## config.mk

```make
export PLATFORM = sky130hd
export DESIGN_NAME = i2c_shift_unit
export DESIGN_NICKNAME = d
export VERILOG_FILES = /design/src/rtl/i2c_shift_unit.sv
export SDC_FILE = /design/constraint.sdc
export NUM_CORES = 1
export LEC_CHECK = 0
export ABC_CLOCK_PERIOD_IN_PS = 4200
export CAP_MARGIN = 30
export CORE_MARGIN = 5
export CORE_UTILIZATION = 51
export CTS_BUF_LIST = sky130_fd_sc_hd__clkbuf_16
export CTS_CLUSTER_SIZE = 16
export DETAILED_ROUTE_END_ITERATION = 6
export HOLD_SLACK_MARGIN = 0.03
export PLACE_DENSITY = 0.91
export SETUP_SLACK_MARGIN = 0.05
export SYNTH_ARGS = -nofsm -noshare
export SYNTH_HDL_FRONTEND = slang
export SYNTH_SLANG_ARGS = --single-unit
```

## constraint.sdc

```tcl
create_clock -name clk_i -period 4.2 [get_ports clk_i]
set_input_delay 1.05 -clock clk_i [delete_from_list [all_inputs] [get_ports clk_i]]
set_output_delay 1.05 -clock clk_i [all_outputs]
set_load 0.02 [all_outputs]
```

## src/rtl/i2c_shift_unit.sv

```systemverilog
// i2c_shift_unit
// Serial data unit for the I2C master. Shifts a DATA_W-bit word out on SDA
// (transmit) or in from SDA (receive), then services the 9th-clock
// acknowledge slot and reports completion with a one-cycle done pulse.
//
// Parameters
//   DATA_W     word width in bits (>= 2)
//   MSB_FIRST  1 = MSB shifted first (I2C standard), 0 = LSB first
//
// Ports
//   clk_i        system clock, rising edge
//   reset_i      synchronous active-high reset
//   start_i      one-cycle transfer request, honoured only in IDLE
//   mode_i       0 = transmit, 1 = receive (sampled with start_i)
//   data_i       transmit word (sampled with start_i)
//   send_nack_i  receive: 1 = NACK in ACK slot, 0 = ACK (sampled with start_i)
//   scl_rise_i   SCL rising-edge strobe (sample point)
//   scl_fall_i   SCL falling-edge strobe (change point)
//   sda_in_i     synchronised SDA level
//   sda_out_o    SDA drive value, meaningful while sda_oe_o = 1
//   sda_oe_o     1 = drive SDA, 0 = release
//   rx_data_o    last completed received word
//   ack_rcvd_o   transmit: SDA level sampled in ACK slot (0 = ACK)
//   busy_o       transfer in progress
//   done_o       one-cycle pulse after the ACK slot
//   state_o      debug view of the FSM state (0 IDLE, 1 DATA, 2 ACK, 3 DONE)
//   bit_cnt_o    debug view of the bit counter
//
// Handshake: start_i is a single-cycle request; it is consumed only when
// busy_o = 0 and done_o = 0 (IDLE). Completion is the done_o pulse, which
// coincides with busy_o falling.
//
// Every output is a register loaded from the next-state values, so no input
// reaches an output combinationally.
module i2c_shift_unit #(
    parameter int   DATA_W    = 8,
    parameter bit   MSB_FIRST = 1'b1,
    localparam int  CNT_W     = $clog2(DATA_W)
) (
    input  logic              clk_i,
    input  logic              reset_i,
    input  logic              start_i,
    input  logic              mode_i,
    input  logic [DATA_W-1:0] data_i,
    input  logic              send_nack_i,
    input  logic              scl_rise_i,
    input  logic              scl_fall_i,
    input  logic              sda_in_i,
    output logic              sda_out_o,
    output logic              sda_oe_o,
    output logic [DATA_W-1:0] rx_data_o,
    output logic              ack_rcvd_o,
    output logic              busy_o,
    output logic              done_o,
    output logic [1:0]        state_o,
    output logic [CNT_W-1:0]  bit_cnt_o
);

    typedef enum logic [1:0] {
        S_IDLE = 2'd0,
        S_DATA = 2'd1,
        S_ACK  = 2'd2,
        S_DONE = 2'd3
    } state_t;

    localparam logic [CNT_W-1:0] LAST_BIT = CNT_W'(DATA_W - 1);

    state_t              state_q, state_d;
    logic [DATA_W-1:0]   shreg_q, shreg_d;
    logic [CNT_W-1:0]    cnt_q, cnt_d;
    logic                mode_q, mode_d;
    logic                nack_q, nack_d;
    logic [DATA_W-1:0]   rx_data_q, rx_data_d;
    logic                ack_q, ack_d;
    logic                sda_out_q, sda_out_d;
    logic                sda_oe_q, sda_oe_d;
    logic                busy_q, busy_d;
    logic                done_q, done_d;
    logic                strobe_clash;
    logic                tx_bit_d;

    // Both strobes in one cycle cannot happen on a real bus; treat the cycle
    // as a no-op so a glitching controller cannot corrupt the word.
    assign strobe_clash = scl_rise_i & scl_fall_i;

    always_comb begin
        state_d   = state_q;
        shreg_d   = shreg_q;
        cnt_d     = cnt_q;
        mode_d    = mode_q;
        nack_d    = nack_q;
        rx_data_d = rx_data_q;
        ack_d     = ack_q;

        case (state_q)
            S_IDLE: begin
                if (start_i) begin
                    state_d = S_DATA;
                    shreg_d = mode_i ? '0 : data_i;
                    mode_d  = mode_i;
                    nack_d  = send_nack_i;
                    cnt_d   = '0;
                end
            end
            S_DATA: begin
                if (!strobe_clash) begin
                    if (!mode_q) begin
                        if (scl_fall_i) begin
                            if (cnt_q == LAST_BIT) begin
                                state_d = S_ACK;
                                cnt_d   = '0;
                            end else begin
                                cnt_d = cnt_q + CNT_W'(1);
                                if (MSB_FIRST) shreg_d = {shreg_q[DATA_W-2:0], 1'b0};
                                else           shreg_d = {1'b0, shreg_q[DATA_W-1:1]};
                            end
                        end
                    end else begin
                        if (scl_rise_i) begin
                            if (MSB_FIRST) shreg_d = {shreg_q[DATA_W-2:0], sda_in_i};
                            else           shreg_d = {sda_in_i, shreg_q[DATA_W-1:1]};
                        end
                        if (scl_fall_i) begin
                            if (cnt_q == LAST_BIT) begin
                                state_d   = S_ACK;
                                cnt_d     = '0;
                                rx_data_d = shreg_q;
                            end else begin
                                cnt_d = cnt_q + CNT_W'(1);
                            end
                        end
                    end
                end
            end
            S_ACK: begin
                if (!strobe_clash) begin
                    if (!mode_q && scl_rise_i) ack_d = sda_in_i;
                    if (scl_fall_i) state_d = S_DONE;
                end
            end
            default: state_d = S_IDLE;  // S_DONE: start is ignored here
        endcase

        // Output registers are loaded from the next state so they line up
        // with it in the following cycle.
        tx_bit_d  = MSB_FIRST ? shreg_d[DATA_W-1] : shreg_d[0];
        sda_oe_d  = ((state_d == S_DATA) && !mode_d) || ((state_d == S_ACK) && mode_d);
        sda_out_d = 1'b1;
        if ((state_d == S_DATA) && !mode_d) sda_out_d = tx_bit_d;
        if ((state_d == S_ACK) && mode_d)   sda_out_d = nack_d;
        busy_d    = (state_d == S_DATA) || (state_d == S_ACK);
        done_d    = (state_d == S_DONE);
    end

    always_ff @(posedge clk_i) begin
        if (reset_i) begin
            state_q   <= S_IDLE;
            shreg_q   <= '0;
            cnt_q     <= '0;
            mode_q    <= 1'b0;
            nack_q    <= 1'b0;
            rx_data_q <= '0;
            ack_q     <= 1'b0;
            sda_out_q <= 1'b1;
            sda_oe_q  <= 1'b0;
            busy_q    <= 1'b0;
            done_q    <= 1'b0;
        end else begin
            state_q   <= state_d;
            shreg_q   <= shreg_d;
            cnt_q     <= cnt_d;
            mode_q    <= mode_d;
            nack_q    <= nack_d;
            rx_data_q <= rx_data_d;
            ack_q     <= ack_d;
            sda_out_q <= sda_out_d;
            sda_oe_q  <= sda_oe_d;
            busy_q    <= busy_d;
            done_q    <= done_d;
        end
    end

    assign sda_out_o  = sda_out_q;
    assign sda_oe_o   = sda_oe_q;
    assign rx_data_o  = rx_data_q;
    assign ack_rcvd_o = ack_q;
    assign busy_o     = busy_q;
    assign done_o     = done_q;
    assign state_o    = state_q;
    assign bit_cnt_o  = cnt_q;

endmodule

```

Word level (Yosys, flattened, before mapping)
Index checks and enable logic that the tools add are counted.
Widths: inputs -> output; s select.
Storage, ports and cells
  register bits after elaboration: 28
  latch bits: 0
  RAM bits: 0
  ROM bits: 0
  output and inout bits: 18
  word-level logic and storage cells: 66
  memories kept: 0
Operators by class
  $add $sub $neg: 1
  multipliers: 0
  div/mod/pow operators: 0
  magnitude comparators: 0
  equality and inequality tests: 12
  shift operators: 0
  mux-type cells: 26
  bitwise operators: 2
  reductions and logical operators: 13
Operators with widths (number)
  $mux 8: 7
  $pmux 8 s2: 1
  $mux 2: 6
  $mux 3: 4
  $ne 3x3->1 const B: 3
  $eq 2x2->1 const B: 3
  $mux 1: 6
  $ne 2x2->1 const B: 3
  $pmux 2 s3: 1
  $pmux 3 s2: 1
  $reduce_and 6->1: 1
  $reduce_and 5->1: 1
  $eq 2x1->1 const B: 2
  $reduce_and 4->1: 1
  $add 3x1->3 const B: 1
  $eq 3x3->1 const B: 1
  $logic_and 1x1->1: 3
  $reduce_and 3->1: 1
  $logic_not 1->1: 2
  $logic_not 2->1: 1
  $logic_or 1x1->1: 2
  $reduce_bool 2->1: 1
  $and 1x1->1: 1
  $not 1->1: 1

Depth between registers and ports, before layout
Gate-level depths: netlist of run 1.
  word-level depth: 9
  depth in mapped cells: 8
  depth with buffers taken out: 8

Least setup slack after synthesis of run 1
Ideal clock, no wire load.
  kind: input-to-reg
  start: in scl_fall_i
  end: reg sda_out_q (netlist: sda_out_o)
  library setup time: 0.115 ns
  data arrival time: 2.100 ns
  data required time: 4.085 ns
  slack: 1.986 ns
  cell stages on the path: 7
  cells stage by stage: nor2b_1 -> mux2i_1 -> o32ai_1 -> inv_1 -> ha_1 -> nand3b_1 -> o21a_1
Between the ends
  word-level cells in the longest chain between the ends: 7
  elaborated cells between the ends (all ways): 16
  classes of those cells: eq/ne (2); mux (11); bitwise (1); reduce/logical (2)
Ends and longest elaborated chain
  from (decl): RTL line 47  | input logic scl_fall_i,
  $mux 2, or another cell as far along: RTL line 138  | if (scl_fall_i) state_d = S_DONE;
  $mux 2 (on tied branches): RTL line 136, 106
  $pmux 2 s3 *: RTL line 95  | case (state_q)
  named net state_d[0]: RTL line 68  | state_t state_q, state_d;
  $eq 2x1->1: RTL line 149  | if ((state_d == S_DATA) && !mode_d) sda_out_d = tx_bit_d;
  $logic_and 1x1->1: RTL line 149
  $mux 1: RTL line 149
  $mux 1 *: RTL line 150  | if ((state_d == S_ACK) && mode_d) sda_out_d = nack_d;
  to (signal assigned): RTL line 176  | sda_out_q <= sda_out_d;
  to (decl): RTL line 75  | logic sda_out_q, sda_out_d;
The timed path passes the listed nets; every way through them passes the cells marked *. The select of a mux whose other input is x is not followed.
A chain may end at the register's enable or synchronous reset.

Worst setup path after layout of run 1
  start: in scl_fall_i
  end: reg sda_oe_q (netlist: sda_oe_o)
Between the ends
  word-level cells in the longest chain between the ends: 6
  elaborated cells between the ends (all ways): 11
  classes of those cells: eq/ne (2); mux (5); bitwise (1); reduce/logical (3)
Ends and longest elaborated chain
  $mux 2, or another cell as far along: RTL line 138
  $mux 2 (on tied branches): RTL line 136, 106
  $pmux 2 s3 *: RTL line 95
  named net state_d[0]: RTL line 68
  $eq 2x1->1 or $eq 2x2->1 (tied branches): RTL line 147  | sda_oe_d = ((state_d == S_DATA) && !mode_d) || ((state_d == S_ACK) && mode_d);
  $logic_and 1x1->1: RTL line 147
  $logic_or 1x1->1 *: RTL line 147
  to (signal assigned): RTL line 177  | sda_oe_q <= sda_oe_d;
  to (decl): RTL line 76  | logic sda_oe_q, sda_oe_d;
The timed path passes the listed nets; every way through them passes the cells marked *.

==> results of run 1 <==
## worst max path at each step
stage / start / to / slack [ns] / cells past startpoint
floorplan: scl_fall_i / sda_out_o$_SDFF_PP1_ / 1.99 / 7
global placement: scl_fall_i / sda_oe_o$_SDFF_PP0_ / 1.26 / 8
detailed placement: scl_fall_i / sda_oe_o$_SDFF_PP0_ / 1.17 / 8
CTS: scl_fall_i / sda_oe_o$_SDFF_PP0_ / 1.44 / 8
global route: scl_fall_i / sda_oe_o$_SDFF_PP0_ / 1.23 / 8
finish: scl_fall_i / sda_oe_o$_SDFF_PP0_ / 1.43 / 8
## power breakdown
| part | switching, mW | internal [mW] | total (mW) |
|---|---|---|---|
| Combinational | 0.0384 | 0.0379 | 0.0763 |
| Sequential | 0.00754 | 0.273 | 0.281 |
| Clock | 0.0933 | 0.190 | 0.283 |
## kinds of logic (layout without fill, tap and decap cells)
kind of cell,after synthesis,after routing
AND/OR/NAND/NOR,51,51
flip-flops,28,28
AO/OA/AOI/OAI,27,27
multiplexers,14,14
buffers and inverters,11,42
adder cells (fa/ha/maj),5,5
## metrics by stage
stage | hold WS, ns | utilization [%] | total power, mW | instance area (um2) | cells
3_5_place_dp | 0.4755 | 68.08 | 0.3610 | 1687 | 193
3_3_place_gp | 0.4598 | 66.97 | 0.3551 | 1659 | 192
6_report | 0.4836 | 72.32 | 0.6403 | 1792 | 197
2_1_floorplan | 0.4557 | - | 0.3259 | 1326 | 136
5_1_grt | 0.5132 | 72.32 | 0.6612 | 1792 | 197
4_1_cts | 0.4849 | 72.32 | 0.6405 | 1792 | 197
## layer usage
| metal | vias up | share of wire (%) | track usage [%] |
|---|---|---|---|
| met4 | 0 | 2.0 | 11.76 |
| met1 | 569 | 44 | 25.90 |
| li1 | 550 | - | - |
| met3 | 4 | 4.3 | 2.766 |
| met2 | 31 | 50 | 33.44 |
| met5 | - | 0 | 0 |
## flip-flops by register name, indices dropped and copies added (netlist names)
signal	count
done_o	1
busy_o	1
nack_q	1
mode_q	1
bit_cnt_o	3
state_o	2
sda_oe_o	1
shreg_q	8
ack_rcvd_o	1
sda_out_o	1
rx_data_o	8
## layout make-up
cell class              count  area (um2)  area share (%)
multi-input cells          97       715.7           39.94
flip-flops and latches     28       560.5           31.28
repair buffers             34       357.8           19.97
clock buffers               3       75.07           4.190
well taps                  30       37.54           2.095
clock inverters             1       30.03           1.676
inverters                   4       15.01          0.8380
## cells in the mapped netlist (all sizes together) (2+ instances only)
| library cell | number | area [um2] |
|---|---|---|
| a21oi | 10 | 83.83 |
| a22oi | 6 | 45.04 |
| a32oi | 2 | 17.52 |
| buf | 2 | 16.26 |
| clkbuf | 5 | 18.77 |
| dfxtp | 28 | 560.5 |
| ha | 5 | 62.56 |
| inv | 4 | 15.01 |
| mux2i | 14 | 140.1 |
| nand2 | 2 | 7.510 |
| nand2b | 3 | 18.77 |
| nand3 | 7 | 35.03 |
| nand3b | 3 | 22.52 |
| nand4b | 2 | 17.52 |
| nor2 | 18 | 67.56 |
| nor2b | 5 | 31.28 |
| nor3b | 4 | 35.03 |
## critical path, delay by kind of cell
family                     cells  cell delay [ns]
buffers and inverters          2             0.73
and+or+nand+nor                2             0.39
muxes                          2             0.28
AOI/OAI and AO/OA              1             0.24
adders and majority gates      1             0.24
==> impl_metrics.tcl, run 1 <==
set metrics [dict create \
    grtUsageTotal_pct 20.53 \
    grt_antenna_before_repair 0 \
    synthDistinctLibCells 37 \
    route.detailed.drc 0 \
    cts_buffers 3 \
    crit_top_cell "mux2i_1" \
    ys.flop_type "dfxtp_1" \
    synth_seq_area_share_pct 42.26 \
    p_per_area_mw_per_mm2 357.4 \
    min_period_ns 2.774 \
    netlist_instances 136 \
    synth_top_family_by_area "simple AND/OR/NAND/NOR gates" \
    syn_area_per_cell_um2 9.752 \
    rr_startpoint "bit_cnt_o[0]$_SDFFE_PP0P_" \
    cp_data_arrival_time_ns 2.93 \
    leakagePower_nw 0.6525 \
    synth-seq-cells 28 \
    pre_cts_slack_ns 1.174 \
    firstDrtPassIters 4 \
    io_buffers 33 \
    pin_count 34 \
    synth.mux.area_fraction_pct 10.57 \
    fin_nets 189 \
    clock_skew_ns 0.002438 \
    slew_violations 0 \
    relSlewSlack_pct 56.17 \
    hold_class "register to register" \
    hpwl_um 2254 \
    cts.sinks 28 \
    rsz0062_at_grt "false" \
    vias 1154 \
    die-area_mm2 0.003720 \
    yosys.area_share.xor_xnor_pct 0 \
    r2r_slack_ns 2.15 \
    overflow 0 \
    timing.setup.tns_ns 0 \
    syn2layout_area_growth_pct 35.09 \
    max_cap_viol_count 0 \
    wl_per_cell_um 16.88 \
    cp_cell_sequence "clkdlybuf4s50_1 > nor2b_1 > mux2i_1 > o32ai_1 > inv_1 > ha_1 > mux2i_1 > nor2_1" \
    crit_fanout 8 \
    yosysWarnings 0 \
    path_clk_slew_ns 0.07 \
    hold_start "bit_cnt_o[2]$_SDFFE_PP0P_" \
    cts_buffer_depth 2 \
    cp-end-kind "register" \
    final_cell_mix "clkdlybuf4s50_1 (33), dfxtp_1 (28), nor2_1 (18), mux2i_1 (14), nand3_1 (7)" \
    start_kind "primary input" \
    synth-simple-area-share_pct 22.55 \
    max_stage_delay_ns 0.60 \
    start_util_pct 53.54 \
    grt_pass1_wl_um 5561 \
    ir_drop_uv 305.1 \
    wl_um 3326 \
    n_antenna_cell 0 \
    mappedNetlistArea_mm2 0.001326 \
    gp_congestion 0.7913 \
    grt_max_degree 23 \
    rr_endpoint "shreg_q[5]$_SDFFE_PP0P_" \
    synth_compound_area_share_pct 16.13 \
    routed_via_density 5.858 \
    hold_violations 0 \
    clk_latency_ns 0.26 \
    synth_fa_ha_area_share_pct 4.717 \
    htree_levels 1 \
    dieWidth_um 61.00 \
    r2r_cells 6 \
    rows 18 \
    setup-violations-final 0 \
    max_slew.worst_pin.slew_ns 0.6489 \
    root_buffer "clkbuf_16" \
    die_h_um 61.00 \
    holdBufCountCts 0 \
    cts_resized 0 \
    cts_tree "done" \
    grt_pass1_vias 1180 \
    min_to "bit_cnt_o[2]$_SDFFE_PP0P_" \
    whs_path_depth 2 \
    initialDrtViolationCount 46 \
    layout_commonest_cell "clkdlybuf4s50_1" \
    worst_slack_ns 1.426 \
    post_cts.repair.setup_buffers 0 \
    synthArstFlopShare_pct 0 \
    drive_above_1_share_pct 9.581 \
    fill_cells 186 \
    fmax_mhz 360.4 \
    synth_nets 157 \
    status "finished clean" \
    synth-edff-count 0 \
    critPathKind "primary input to register" \
    finalCritPeriodShare_pct 66.06 \
    ant_nets 0 \
    coreArea_mm2 0.002477 \
    crit_slowest_cell "clkdlybuf4s50_1" \
    critPathRequiredTime_ns 4.36 \
]
Note: power is estimated with default switching activity, not from simulation.
==> run 2, diff against run 1 <==
- ABC_CLOCK_PERIOD_IN_PS: 4200 -> 2200
- CORE_UTILIZATION: 51 -> 43
- PLACE_DENSITY: 0.91 -> 0.82
- clock period: 4.2 -> 2.2 ns (I/O delays scaled with it)
==> run 2 against run 1 <==
Routed wire length is 4.9% lower. Global-route usage is 4.9 points lower. Critical path depth is 7 lower. Non-clock buffer count is 8 higher.
==> impl_metrics.tcl, run 2 (synthesis results as in run 1) <==
set metrics [dict create \
    status "finished clean" \
    layout_commonest_cell "clkdlybuf4s50_1" \
    slew_violations 0 \
    cts_buffers 3 \
    post_cts.repair.setup_buffers 0 \
    routed_via_density 5.596 \
    finalCritPeriodShare_pct 94.40 \
    layout.cells.non_filler 208 \
    max_cap_viol_count 0 \
    cp_data_arrival_time_ns 1.53 \
    relSlewSlack_pct 72.24 \
    wl_per_cell_um 15.21 \
    firstDrtPassIters 4 \
    cts_buffer_depth 2 \
    final_cell_mix "clkdlybuf4s50_1 (33), dfxtp_1 (28), nor2_1 (18), mux2i_1 (14), buf_4 (9)" \
    clk_latency_ns 0.26 \
    drive_above_1_share_pct 14.29 \
    gp_congestion 0.8372 \
    wl_um 3164 \
    route.detailed.drc 0 \
    start_util_pct 44.17 \
    met2_usage_pct 25.03 \
    ir_drop_uv 298.5 \
    whs_ns 0.4921 \
    cp_num_buf_inv 1 \
    crit_family "buffers and inverters" \
    cts_tree "done" \
    power_mw 1.218 \
    grt_antenna_before_repair 0 \
    leakagePower_nw 0.6846 \
    vias 1164 \
    htree_levels 1 \
    fin_nets 197 \
    fmax_mhz 481.5 \
    path_clk_slew_ns 0.07 \
    fill_cells 247 \
    grt_pass1_vias 1154 \
    cp-end-kind "output pin" \
    n_antenna_cell 0 \
    holdBufCountCts 0 \
    dieWidth_um 65.54 \
    hold_violations 0 \
    coreArea_mm2 0.003003 \
    io_buffers 33 \
    grtUsageTotal_pct 15.63 \
    cts.sinks 28 \
    max_slew.worst_pin.slew_ns 0.4158 \
    rows 20 \
    ant_nets 0 \
    grt_use_met1_pct 20.29 \
    die_h_um 65.54 \
    finalInstanceArea_mm2 0.001838 \
    timing.setup.tns_ns 0 \
    hold_class "register to register" \
    multi_input_area_um2 718.2 \
    crit_slowest_cell "clkdlybuf4s50_1" \
    initialDrtViolationCount 78 \
    grt_pass1_wl_um 5299 \
    grt_max_degree 20 \
    setup-violations-final 0 \
    start_kind "register" \
    crit_fanout 13 \
    dpl_cell_area_mm2 0.001730 \
    root_buffer "clkbuf_16" \
    rsz0062_at_grt "false" \
    cp_cell_sequence "clkdlybuf4s50_1" \
    overflow 0 \
    critPathKind "register to output pin" \
    dp.cells 204 \
    critPathRequiredTime_ns 1.65 \
    r2r_slack_ns 0.19 \
    busiest_layer "met2" \
    regArea_um2 560.5 \
    p_per_area_mw_per_mm2 662.9 \
    pin_count 34 \
    die-area_mm2 0.004295 \
    syn2layout_area_growth_pct 38.58 \
    cts_resized 0 \
    max_stage_delay_ns 0.69 \
    hpwl_um 2238 \
    clock_skew_ns 0.002161 \
    min_period_ns 2.077 \
    use_met3_pct 2.051 \
]
-- run 2: cell count changes in the layout (fill, tap and decap cells not counted), sizes merged --
cell and delta:
buf +8
-- run 2: report_power, final --
| part | leakage, nW | internal [mW] | switching, mW | total [mW] |
|---|---|---|---|---|
| clock network | 0.0511 | 0.362 | 0.168 | 0.530 |
| logic | 0.406 | 0.0793 | 0.0718 | 0.151 |
| registers | 0.228 | 0.522 | 0.0150 | 0.537 |
| total | 0.685 | 0.963 | 0.255 | 1.22 |
-- run 2: cell type report --
cell class / instances / area share, %
Clock buffer: 3 / 4.084
Clock inverter: 1 / 1.634
Inverter: 4 / 0.8169
Multi-Input combinational cell: 97 / 39.07
Sequential cell: 28 / 30.50
Tap cell: 33 / 2.246
Timing Repair Buffer: 42 / 21.65
-- run 2: path summary, 6_finish.rpt --
| kind | endpoint | start | cells after the start |
|---|---|---|---|
| max | state_o[0] | state_o[0]$_SDFF_PP0_ | 1 |
| min | rx_data_o[5]$_SDFFE_PP0P_ | rx_data_o[5]$_SDFFE_PP0P_ | 2 |
| min reg2reg | rx_data_o[5]$_SDFFE_PP0P_ | rx_data_o[5]$_SDFFE_PP0P_ | 2 |
| max reg2reg | shreg_q[4]$_SDFFE_PP0P_ | bit_cnt_o[0]$_SDFFE_PP0P_ | 6 |
-- run 2: metrics by stage --
| stage | util [%] | setup slack (ns) |
|---|---|---|
| global route | 61.21 | 0.06898 |
| floorplan | - | 0.2569 |
| detailed placement | 57.63 | -0.1107 |
| CTS | 61.12 | 0.1172 |
| finish | 61.21 | 0.1231 |
| global placement | 57.63 | -0.03567 |
-- run 2: per-layer routing --
metal	vias up	wire [um]
li1	568	-
met3	6	116
met4	0	67
met5	-	0
met2	32	1480
met1	558	1499
-- run 2: worst register-to-register path: cells and delay by family, from the launching register on --
| family | cells | cell delay [ns] |
|---|---|---|
| and+or+nand+nor | 1 | 0.60 |
| AOI/OAI and AO/OA | 3 | 0.54 |
| adders and majority gates | 2 | 0.48 |
| DFF | 1 | 0.34 |
